$ cat src/rtl/branch_resolve_unit.sv
// Branch/jump resolution for the decode stage: condition compare, target
// select, a circular return-address stack and saturating statistics counters.
//
// Handshake: an instruction is accepted on a rising edge when valid=1,
// stall=0 and reset=0. Only accepted instructions change registered state
// (RAS, counters). All combinational outputs ignore valid/stall/reset.
module branch_resolve_unit #(
    parameter int WIDTH     = 32,
    parameter int RAS_DEPTH = 4,
    parameter int CNT_WIDTH = 16
) (
    input  logic                 clock,
    input  logic                 reset,
    input  logic                 valid,
    input  logic                 stall,
    input  logic [WIDTH-1:0]     pc_plus_four,
    input  logic [WIDTH-1:0]     maybe_jump_address,
    input  logic [WIDTH-1:0]     maybe_branch_address,
    input  logic [WIDTH-1:0]     reg_rs,
    input  logic [WIDTH-1:0]     reg_rt,
    input  logic                 blt,
    input  logic                 beq,
    input  logic                 bgt,
    input  logic                 signed_cmp,
    input  logic                 link_reg,
    input  logic                 rt_is_zero,
    input  logic                 is_r_type,
    input  logic                 is_i_type,
    input  logic                 is_j_type,
    input  logic                 is_return,
    output logic [WIDTH-1:0]     jump_address,
    output logic                 pc_src,
    output logic                 branch,
    output logic                 ra_write,
    output logic [WIDTH-1:0]     ra_write_value,
    output logic [WIDTH-1:0]     ras_top,
    output logic                 ras_empty,
    output logic                 ras_full,
    output logic                 ras_predict_ok,
    output logic [CNT_WIDTH-1:0] branch_count,
    output logic [CNT_WIDTH-1:0] taken_count
);

    localparam int PW = $clog2(RAS_DEPTH);
    localparam int CW = $clog2(RAS_DEPTH + 1);

    logic [WIDTH-1:0] correct_rt;
    logic             rs_lt;
    logic             rs_eq;
    logic             rs_gt;
    logic             accept;
    logic             ras_push;
    logic             ras_pop;

    logic [WIDTH-1:0] ras_mem [RAS_DEPTH];
    logic [PW-1:0]    ras_ptr;
    logic [CW-1:0]    ras_count;
    logic [PW-1:0]    ras_ptr_inc;

    // Operand compare, signed or unsigned, against rt or forced zero
    always_comb begin
        correct_rt = rt_is_zero ? '0 : reg_rt;
        rs_eq      = (reg_rs == correct_rt);
        if (signed_cmp) begin
            rs_lt = $signed(reg_rs) < $signed(correct_rt);
            rs_gt = $signed(reg_rs) > $signed(correct_rt);
        end else begin
            rs_lt = reg_rs < correct_rt;
            rs_gt = reg_rs > correct_rt;
        end
    end

    assign pc_src         = (blt & rs_lt) | (beq & rs_eq) | (bgt & rs_gt);
    assign branch         = blt | beq | bgt;
    assign ra_write       = pc_src & link_reg;
    assign ra_write_value = pc_plus_four;

    // Target select: register beats relative beats absolute; zero when untyped
    always_comb begin
        jump_address = '0;
        if (is_r_type)      jump_address = reg_rs;
        else if (is_i_type) jump_address = maybe_branch_address;
        else if (is_j_type) jump_address = maybe_jump_address;
    end

    assign accept      = valid & ~stall & ~reset;
    assign ras_empty   = (ras_count == '0);
    assign ras_full    = (ras_count == CW'(RAS_DEPTH));
    assign ras_top     = ras_empty ? '0 : ras_mem[ras_ptr];
    assign ras_push    = accept & ra_write;
    assign ras_pop     = accept & is_return & is_r_type & pc_src & ~ras_empty;
    assign ras_ptr_inc = ras_ptr + PW'(1);

    assign ras_predict_ok = is_return & ~ras_empty & (ras_top == reg_rs);

    // RAS update: push wraps over the oldest entry, pop on empty is blocked,
    // push+pop together rewrites the top entry in place
    always_ff @(posedge clock) begin
        if (reset) begin
            ras_ptr   <= '0;
            ras_count <= '0;
            for (int k = 0; k < RAS_DEPTH; k++) ras_mem[k] <= '0;
        end else if (ras_push && ras_pop) begin
            ras_mem[ras_ptr] <= pc_plus_four;
        end else if (ras_push) begin
            ras_mem[ras_ptr_inc] <= pc_plus_four;
            ras_ptr              <= ras_ptr_inc;
            if (!ras_full) ras_count <= ras_count + CW'(1);
        end else if (ras_pop) begin
            ras_ptr   <= ras_ptr - PW'(1);
            ras_count <= ras_count - CW'(1);
        end
    end

    // Saturating performance counters for accepted branches and taken branches
    always_ff @(posedge clock) begin
        if (reset) begin
            branch_count <= '0;
            taken_count  <= '0;
        end else begin
            if (accept && branch && !(&branch_count)) branch_count <= branch_count + CNT_WIDTH'(1);
            if (accept && pc_src && !(&taken_count))  taken_count  <= taken_count + CNT_WIDTH'(1);
        end
    end

endmodule

$ cat config.mk
export PLATFORM = sky130hd
export DESIGN_NAME = branch_resolve_unit
export DESIGN_NICKNAME = d
export VERILOG_FILES = /design/src/rtl/branch_resolve_unit.sv
export SDC_FILE = /design/constraint.sdc
export NUM_CORES = 1
export LEC_CHECK = 0
export ABC_CLOCK_PERIOD_IN_PS = 10000
export BUFFER_PORTS_ARGS = -buffer_cell sky130_fd_sc_hd__buf_2
export CORE_ASPECT_RATIO = 1.25
export CORE_MARGIN = 10
export CORE_UTILIZATION = 35
export CTS_BUF_LIST = sky130_fd_sc_hd__clkbuf_4
export DETAILED_ROUTE_END_ITERATION = 12
export PLACE_DENSITY_LB_ADDON = 0.05
export SYNTH_ARGS = -nofsm -noshare
export SYNTH_HDL_FRONTEND = slang
export SYNTH_SLANG_ARGS = --single-unit
export TNS_END_PERCENT = 1
$ cat constraint.sdc
create_clock -name clock -period 10 [get_ports clock]
set_clock_uncertainty 0.1 [all_clocks]
set_input_delay 2 -clock clock [delete_from_list [all_inputs] [get_ports clock]]
set_output_delay 2 -clock clock [all_outputs]
set_load 0.01 [all_outputs]
* Word level (Yosys, flattened, before mapping)
Memories as Yosys holds them, arrays and structs flattened. A register that Yosys moved wholly into a read port is not among the register bits.
Index checks and enable logic that the tools add are counted.
Widths: inputs -> output; s select.
** Word-level totals
- Bits in read-only memories :: 0
- Bits in writable memories :: 128
- Flip-flop bits (word level) :: 37
- Output and inout bits :: 134
- Bits of input ports :: 174
- Word-level logic and storage cells :: 84
- Latch bits :: 0
- Memories kept :: 1
** Cells by class
- Bitwise logic cells :: 21
- Divide/modulo/power cells :: 0
- $lt $le $gt $ge :: 4
- $mul :: 0
- Reduce and logical (&&, ||, !) cells :: 15
- Equality and inequality tests :: 4
- Add/subtract/negate cells :: 6
- Shifts and indexed selects :: 0
- Muxes and demuxes :: 29
** Memory list
- ras_mem :: words 4, width 32, read ports 1, clocked after Yosys merged registers in 1, write ports 4, line 55 : logic [WIDTH-1:0] ras_mem [RAS_DEPTH];
** Operator list (number)
- $mux 32 :: 7
- $eq 32x32->1 :: 2
- $gt 32x32->1 :: 2
- $lt 32x32->1 :: 2
- $reduce_or 32->1 :: 2
- $add 16x1->16 const B :: 2
- $reduce_and 16->1 :: 2
- $and 1x1->1 :: 13
- $mux 1 :: 13
- $mux 2 :: 6
- $mux 3 :: 3
- $logic_and 1x1->1 :: 5
- $not 1->1 :: 4
- $or 1x1->1 :: 4
- $add 3x1->3 const B :: 1
- $eq 3x3->1 const B :: 1
- $logic_not 3->1 :: 1
- $reduce_and 3->1 :: 1
- $sub 3x1->3 const B :: 1
- $add 2x1->2 const B :: 1
- $logic_not 1->1 :: 2
- $ne 2x2->1 const B :: 1
- $reduce_and 2->1 :: 1
- $reduce_bool 2->1 :: 1
- $sub 2x1->2 const B :: 1

* Logic depth before layout (Yosys ltp)
Gate-level depths: netlist of the first run.
- Depth in word-level cells :: 15
- Mapped depth :: 19

* Worst setup path after synthesis of the first run
Ideal clock, no wire load.
- Path type :: input to register
- From :: in rt_is_zero
- To :: mem ras_mem[3][0] (enable)
- Cell stages on the path :: 15
- Arrival :: 7099 ps
- Path buffers :: 2
- Path slack :: 2331 ps
- Cell sequence :: clkbuf_1 -> nand2b_1 -> ha_1 -> nand4_2 -> nor4_4 -> nand3_2 -> and3_4 -> o22ai_2 -> nand2_2 -> clkbuf_1 -> or3_1 -> ha_1 -> xor2_1 -> a21oi_1 -> o31ai_1
** RTL lines
- from (decl) :: line 26 : input logic rt_is_zero,
- to (decl) :: line 55

==> flow_summary.json, run 1 <==
{
  "grt_pass1_vias": 8262,
  "clock_latency_ns": 0.57,
  "gp_congestion": 0.9091,
  "drive_gt1_share_pct": 35.86,
  "power_uw": 1409,
  "antenna_found_initial": 3,
  "dp_hpwl_um": 26890,
  "startpoint_type": "primary input",
  "num_vias": 7887,
  "dieHeight_um": 208.4,
  "syn_nets": 1161,
  "ios": 308,
  "critPathRequiredTime_ns": 10.11,
  "max_slew_margin_pct": 31.70,
  "path_clk_slew_ns": 0.14,
  "synth-edff-count": 128,
  "async_reset_ff_share_pct": 0,
  "cts_hold_buffers": 0,
  "die_w_um": 170.7,
  "synth_commonest_cells": "edfxtp_1 (128), nor2_1 (103), nand2_1 (98), inv_1 (41), o21ai_0 (41)",
  "period_minus_slack_ns": 6.894,
  "synth_top_area_share_pct": 38.69,
  "synth_flop_cell": "edfxtp_1",
  "arrival_ns": 7.01,
  "fmax_ghz": 0.1451,
  "syn_avg_cell_area_um2": 10.47,
  "cts_sinks": 167,
  "io_buffers": 307,
  "drtIter0Drc": 531,
  "post-route-period-util_pct": 68.94,
  "grt_pass1_wl_um": 50810,
  "synth.largest_area_cell": "edfxtp_1",
  "ys_types": 63,
  "wl_per_cell_um": 21.81,
  "cp_max_fo": 33,
  "firstDrtPassIters": 4,
  "synthMostInstantiatedCell": "edfxtp_1",
  "ctsResizeCount": 0,
  "endpoint_kind": "flop",
  "peakVddDrop_uv": 87.83,
  "start_util_pct": 35.71,
  "syn_area_um2": 9935,
  "hold-worst-slack_ns": 0.4095,
  "power_density_nw_per_um2": 119.2,
  "rr_worst_depth": 9,
  "hold_depth": 2,
  "grt.total_usage_pct": 18.78,
  "via_per_inst": 5.033,
  "setup_tns_ns": 0,
  "root_buffer": "clkbuf_4",
  "slew_viol_final": 0,
  "hold_violations": 0,
  "post_cts_buffers": 0,
  "drc_errors": 0,
  "ant_nets": 0,
  "ys_warn_count": 0,
  "routed_wl_um": 34180,
  "critPathKind": "primary input to flop",
  "maxCapViolCount": 0,
  "finalSetupViolCount": 0,
  "p_leak_uw": 0.004943,
  "core_um2": 27820,
  "area_delta_synth_final_pct": 18.98,
  "rsz0062_at_grt": "false",
  "status": "finished, final reports clean",
  "cts_buffers": 17,
  "synth-seq-cells": 167,
  "yosysSeqAreaShare_pct": 46.55,
  "synth.area.top_cells": "edfxtp_1 (39%), dfxtp_1 (7.9%), mux4_2 (7.3%)",
  "finalNetCount": 1412,
  "overflow": 0,
  "netlist_instances": 949,
  "cts_buffer_depth": 2,
  "grt_max_degree": 66,
  "tightestPinTransition_ns": 1.021,
  "hp-class": "flop to flop",
  "rows": 68,
  "tritoncts": "built",
  "htreeDepth": 4,
  "dieArea_um2": 35570
}
final timing paths:
path | to | start | slack (ns)
min | taken_count[8] | taken_count[8] | 0.41
min reg2reg | taken_count[8] | taken_count[8] | 0.41
max | ras_mem[1][30] | rt_is_zero | 3.11
max reg2reg | ras_mem[1][30] | ras_count[0] | 5.44
cell type report:
cell class / instances / area, µm²
clock buffers: 17 / 127.6
repair buffers: 315 / 1597
clock inverters: 15 / 151.4
well taps: 350 / 437.9
flip-flops and latches: 167 / 4626
multi-input cells: 658 / 4717
inverters: 41 / 153.9
diodes: 4 / 10.01
fillers: 2773 / 16000
registers in the layout (all words and copies together) (netlist names), named ones only:
signal / flops
ras_mem: 128
branch_count: 16
ras_count: 3
ras_ptr: 2
taken_count: 16
placed cells by master, fill, tap and decap left out, types with 3 or more instances in the layout:
cell,netlist,layout
clkinvlp_4,0,4
nor2b_1,14,13
nand3_1,13,13
dfxtp_1,39,38
nand2b_1,36,36
mux4_2,32,32
or4_1,5,5
o311ai_0,3,3
mux2_2,7,7
diode_2,0,4
or3_1,12,12
ha_1,37,37
edfxtp_1,128,128
nor4_1,9,9
nand2_1,98,95
nor2_2,19,20
a22oi_1,30,30
buf_2,5,307
nand4_1,19,19
clkbuf_4,0,17
o31ai_1,6,5
xnor2_1,15,15
mux2i_1,5,5
nand2_2,1,4
inv_6,0,4
a21oi_1,30,30
and3_1,10,10
inv_1,41,41
nor2_1,103,102
nor3b_1,3,3
o21ai_0,41,41
o211ai_1,3,3
buf_4,33,8
xor2_1,31,31
and2_1,33,33
nor2_4,10,10
per-stage QoR:
stage | area, µm² | instances | setup WS [ns] | util [%]
3_5_place_dp | 11530 | 1531 | 2.362 | 41.45
2_1_floorplan | 9935 | 949 | 2.331 | -
6_report | 11820 | 1567 | 3.106 | 42.49
4_1_cts | 11810 | 1563 | 3.002 | 42.45
3_3_place_gp | 11530 | 1531 | 2.496 | 41.45
5_1_grt | 11820 | 1566 | 2.617 | 42.48
worst max-delay path, stage by stage:
cell and delay (ns):
buf_2 0.26, nand2b_1 0.22, ha_1 0.34, nand4_2 0.16
nor4_4 0.40, nand3_2 0.18, and3_4 0.21, o22ai_2 0.13
nand2_2 0.34, or3_1 0.53, inv_1 0.07, ha_1 0.20
nor2b_1 0.22, mux2i_1 0.10, or4_4 0.76, nand2_2 0.80
routing by layer:
| metal | GRT usage [%] | routed length (µm) | up-vias |
|---|---|---|---|
| met3 | 4.489 | 2381 | 47 |
| li1 | - | - | 3852 |
| met5 | 0 | 0 | - |
| met2 | 32.39 | 16970 | 277 |
| met1 | 21.73 | 13740 | 3711 |
| met4 | 7.523 | 1093 | 0 |
logic make-up after synthesis:
kind of cell	share of synthesized area [%]
compound gates	8.136
fa+ha+maj	4.861
mux	8.778
buf+inv	6.461
flops	46.55
simple gates	21.16
xor+xnor	4.055
where the power goes:
group	switching, µW	leakage [µW]	internal [µW]
Clock	250	0.000140	149
Sequential	8.24	0.00159	770
Combinational	137	0.00322	94.5
No activity file was read; power rests on OpenSTA's default activity.
==> run 2: changes to the inputs <==
--- a/config.mk
+++ b/config.mk
@@ -5,7 +5,8 @@
 export SDC_FILE = /design/constraint.sdc
 export NUM_CORES = 1
 export LEC_CHECK = 0
-export ABC_CLOCK_PERIOD_IN_PS = 10000
+export ABC_AREA = 1
+export ABC_CLOCK_PERIOD_IN_PS = 6300
 export BUFFER_PORTS_ARGS = -buffer_cell sky130_fd_sc_hd__buf_2
 export CORE_ASPECT_RATIO = 1.25
 export CORE_MARGIN = 10
==> constraint.sdc (replaced) <==
create_clock -name clock -period 6.3 [get_ports clock]
set_clock_uncertainty 0.1 [all_clocks]
set_input_delay 1.26 -clock clock [delete_from_list [all_inputs] [get_ports clock]]
set_output_delay 1.26 -clock clock [all_outputs]
set_load 0.01 [all_outputs]
==> run 2 against run 1 <==
  * Sequential power up 58%
  * Area after synthesis up 0.50%
  * Synthesized cell count up 29%
  * Non-clock buffer count up 12
  * Critical endpoint is now ras_mem[2][25]
  * Highest routed layer is now met5
  * Utilization down 0.39 points
  * Sequential share of layout area down 0.32 points
  * Count of clock-buffer cells in the layout unchanged
  * Register-to-register slack worse by 3.2 ns
==> flow_summary.json, run 2 <==
{
  "status": "finished, final reports clean",
  "dieHeight_um": 208.8,
  "path_cells": "buf_2 > inv_1 > nand2_1 > ha_1 > nand4_1 > nor3_1 > nand3_1 > nor3b_1 > nand2_1 > nand3_4 > nand2_1 > inv_1 > nand4_1 > inv_1 > ha_1 > nand2_1 > inv_1 > nor2_1 > inv_1 > nand2_1 > nor2_1",
  "drive_gt1_share_pct": 26.35,
  "async_reset_ff_share_pct": 0,
  "num_vias": 9198,
  "dp_slack_ns": 0.06155,
  "critPathRequiredTime_ns": 6.63,
  "cts_sinks": 167,
  "htreeDepth": 4,
  "syn_nets": 1437,
  "synth-edff-count": 128,
  "largest_register_ffs": 128,
  "final_common_cell": "buf_2",
  "grt.total_usage_pct": 20.51,
  "post_cts_buffers": 0,
  "fin_cells": 1851,
  "peakVddDrop_uv": 87.91,
  "fin_util_pct": 42.09,
  "cp_slowest_cell": "inv_1",
  "drtIter0Drc": 500,
  "drc_errors": 0,
  "layout_common_cells": "buf_2 (307), nand2_1 (212), nor2_1 (201), inv_1 (150), edfxtp_1 (128)",
  "area_delta_synth_final_pct": 19.37,
  "critPathKind": "primary input to flop",
  "slew_viol_final": 0,
  "netlist_instances": 1225,
  "cts_buffer_depth": 2,
  "clock_latency_ns": 0.57,
  "ios": 308,
  "firstDrtPassIters": 4,
  "hold_violations": 0,
  "cpPeakStageDelay_ns": 0.90,
  "hold-worst-slack_ns": 0.3724,
  "timing.final.ws_setup_ns": 0.8414,
  "grt_max_degree": 38,
  "path_clk_slew_ns": 0.14,
  "finalNetCount": 1694,
  "max_slew_margin_pct": 15.33,
  "synthMostInstantiatedCell": "nand2_1",
  "cts_hold_buffers": 0,
  "startpoint_type": "primary input",
  "setup_tns_ns": 0,
  "arrival_ns": 5.79,
  "ys_warn_count": 0,
  "synth.largest_area_cell": "edfxtp_1",
  "routed_wl_um": 38130,
  "period_minus_slack_ns": 5.459,
  "synth_top_area_share_pct": 38.50,
  "start_util_pct": 35.26,
  "dieArea_um2": 35730,
  "die_w_um": 171.1,
  "tightestPinTransition_ns": 1.270,
  "synth_flop_cell": "edfxtp_1",
  "gp_congestion": 0.9331,
  "rows": 69,
  "cts_buffers": 17,
  "ys_types": 42,
  "tritoncts": "built",
  "cp_max_fo": 32,
  "dp_hpwl_um": 29640,
  "critPathTopFamily": "simple AND/OR/NAND/NOR gates",
  "post-route-period-util_pct": 86.64,
  "ctsResizeCount": 0,
  "synth_commonest_cells": "nand2_1 (212), nor2_1 (203), inv_1 (150), edfxtp_1 (128), o21ai_0 (96)",
  "grt_pass1_vias": 9184,
  "antenna_found_initial": 2,
  "yosysSeqAreaShare_pct": 46.32,
  "syn_avg_cell_area_um2": 8.151,
  "overflow": 0,
  "core_um2": 28320,
  "io_buffers": 307,
  "root_buffer": "clkbuf_4",
  "synth.area.top_cells": "edfxtp_1 (38%), nand2_1 (8.0%), dfxtp_1 (7.8%)",
  "power_density_nw_per_um2": 185.2,
  "regMostFlops": "ras_mem",
  "hp-class": "flop to flop",
  "rsz0062_at_grt": "false",
  "grt_pass1_wl_um": 55170,
  "syn_area_um2": 9985,
  "p_leak_uw": 0.005506,
  "top_regs": "ras_mem x128, branch_count x16, taken_count x16",
  "endpoint_kind": "flop",
  "finalSetupViolCount": 0,
  "maxCapViolCount": 0,
  "dp.cells": 1818,
  "ant_nets": 0,
  "wl_per_cell_um": 20.60,
  "via_per_inst": 4.969,
  "synth-seq-cells": 167,
  "crit_buf_inv": 6,
  "fmax_ghz": 0.1832
}
-- run 2: where the power goes --
group | switching, µW | internal (µW)
combinational | 248 | 139
sequential | 11.3 | 1210
clock | 422 | 173
total | 682 | 1530
-- run 2: area by class of cell --
class,instances,area [µm²]
antenna,1,2.502
clock buffer,17,127.6
clock inverter,15,136.4
fill,3028,16400
inverter,152,570.5
multi-input combinational,817,4288
sequential,167,4626
tap,355,444.2
timing repair buffer,327,1724
-- run 2: path summary, 6_finish.rpt --
check              startpoint               end  slack [ns]  cells past startpoint
max                rt_is_zero    ras_mem[2][25]        0.84                     21
max reg2reg      ras_count[2]    ras_mem[2][25]        2.23                     10
min reg2reg  branch_count[15]  branch_count[15]        0.37                      2
min          branch_count[15]  branch_count[15]        0.37                      2
-- run 2: per-stage QoR --
| step | area, µm² | power (µW) |
|---|---|---|
| global placement | 11650 | 1643 |
| finish | 11920 | 2208 |
| detailed placement | 11650 | 1643 |
| CTS | 11920 | 2244 |
| global route | 11920 | 2321 |
| floorplan | 9985 | 1455 |
-- run 2: logic make-up after synthesis --
family	Yosys count	synth area share, %
flip-flops	167	46.32
adder cells (fa/ha/maj)	38	4.837
AO/OA/AOI/OAI	246	14.34
buffers and inverters	241	10.79
XOR/XNOR	20	1.754
AND/OR/NAND/NOR	513	21.97
-- run 2: worst reg2reg max path: stages (launching register included) --
cell,delay [ns]
dfxtp_1,0.37
nor3_2,0.61
inv_1,0.61
nand4_1,0.34
ha_1,0.18
inv_1,0.04
nor2_1,0.16
nor2_1,0.07
inv_1,0.90
nand2_1,0.36
nor2_1,0.19
-- run 2: per-layer routing --
metal / track usage (%) / wire length, µm
met2: 37.45 / 19430
met4: 6.849 / 940
met5: 0 / 12
met3: 4.281 / 2798
met1: 22.90 / 14950
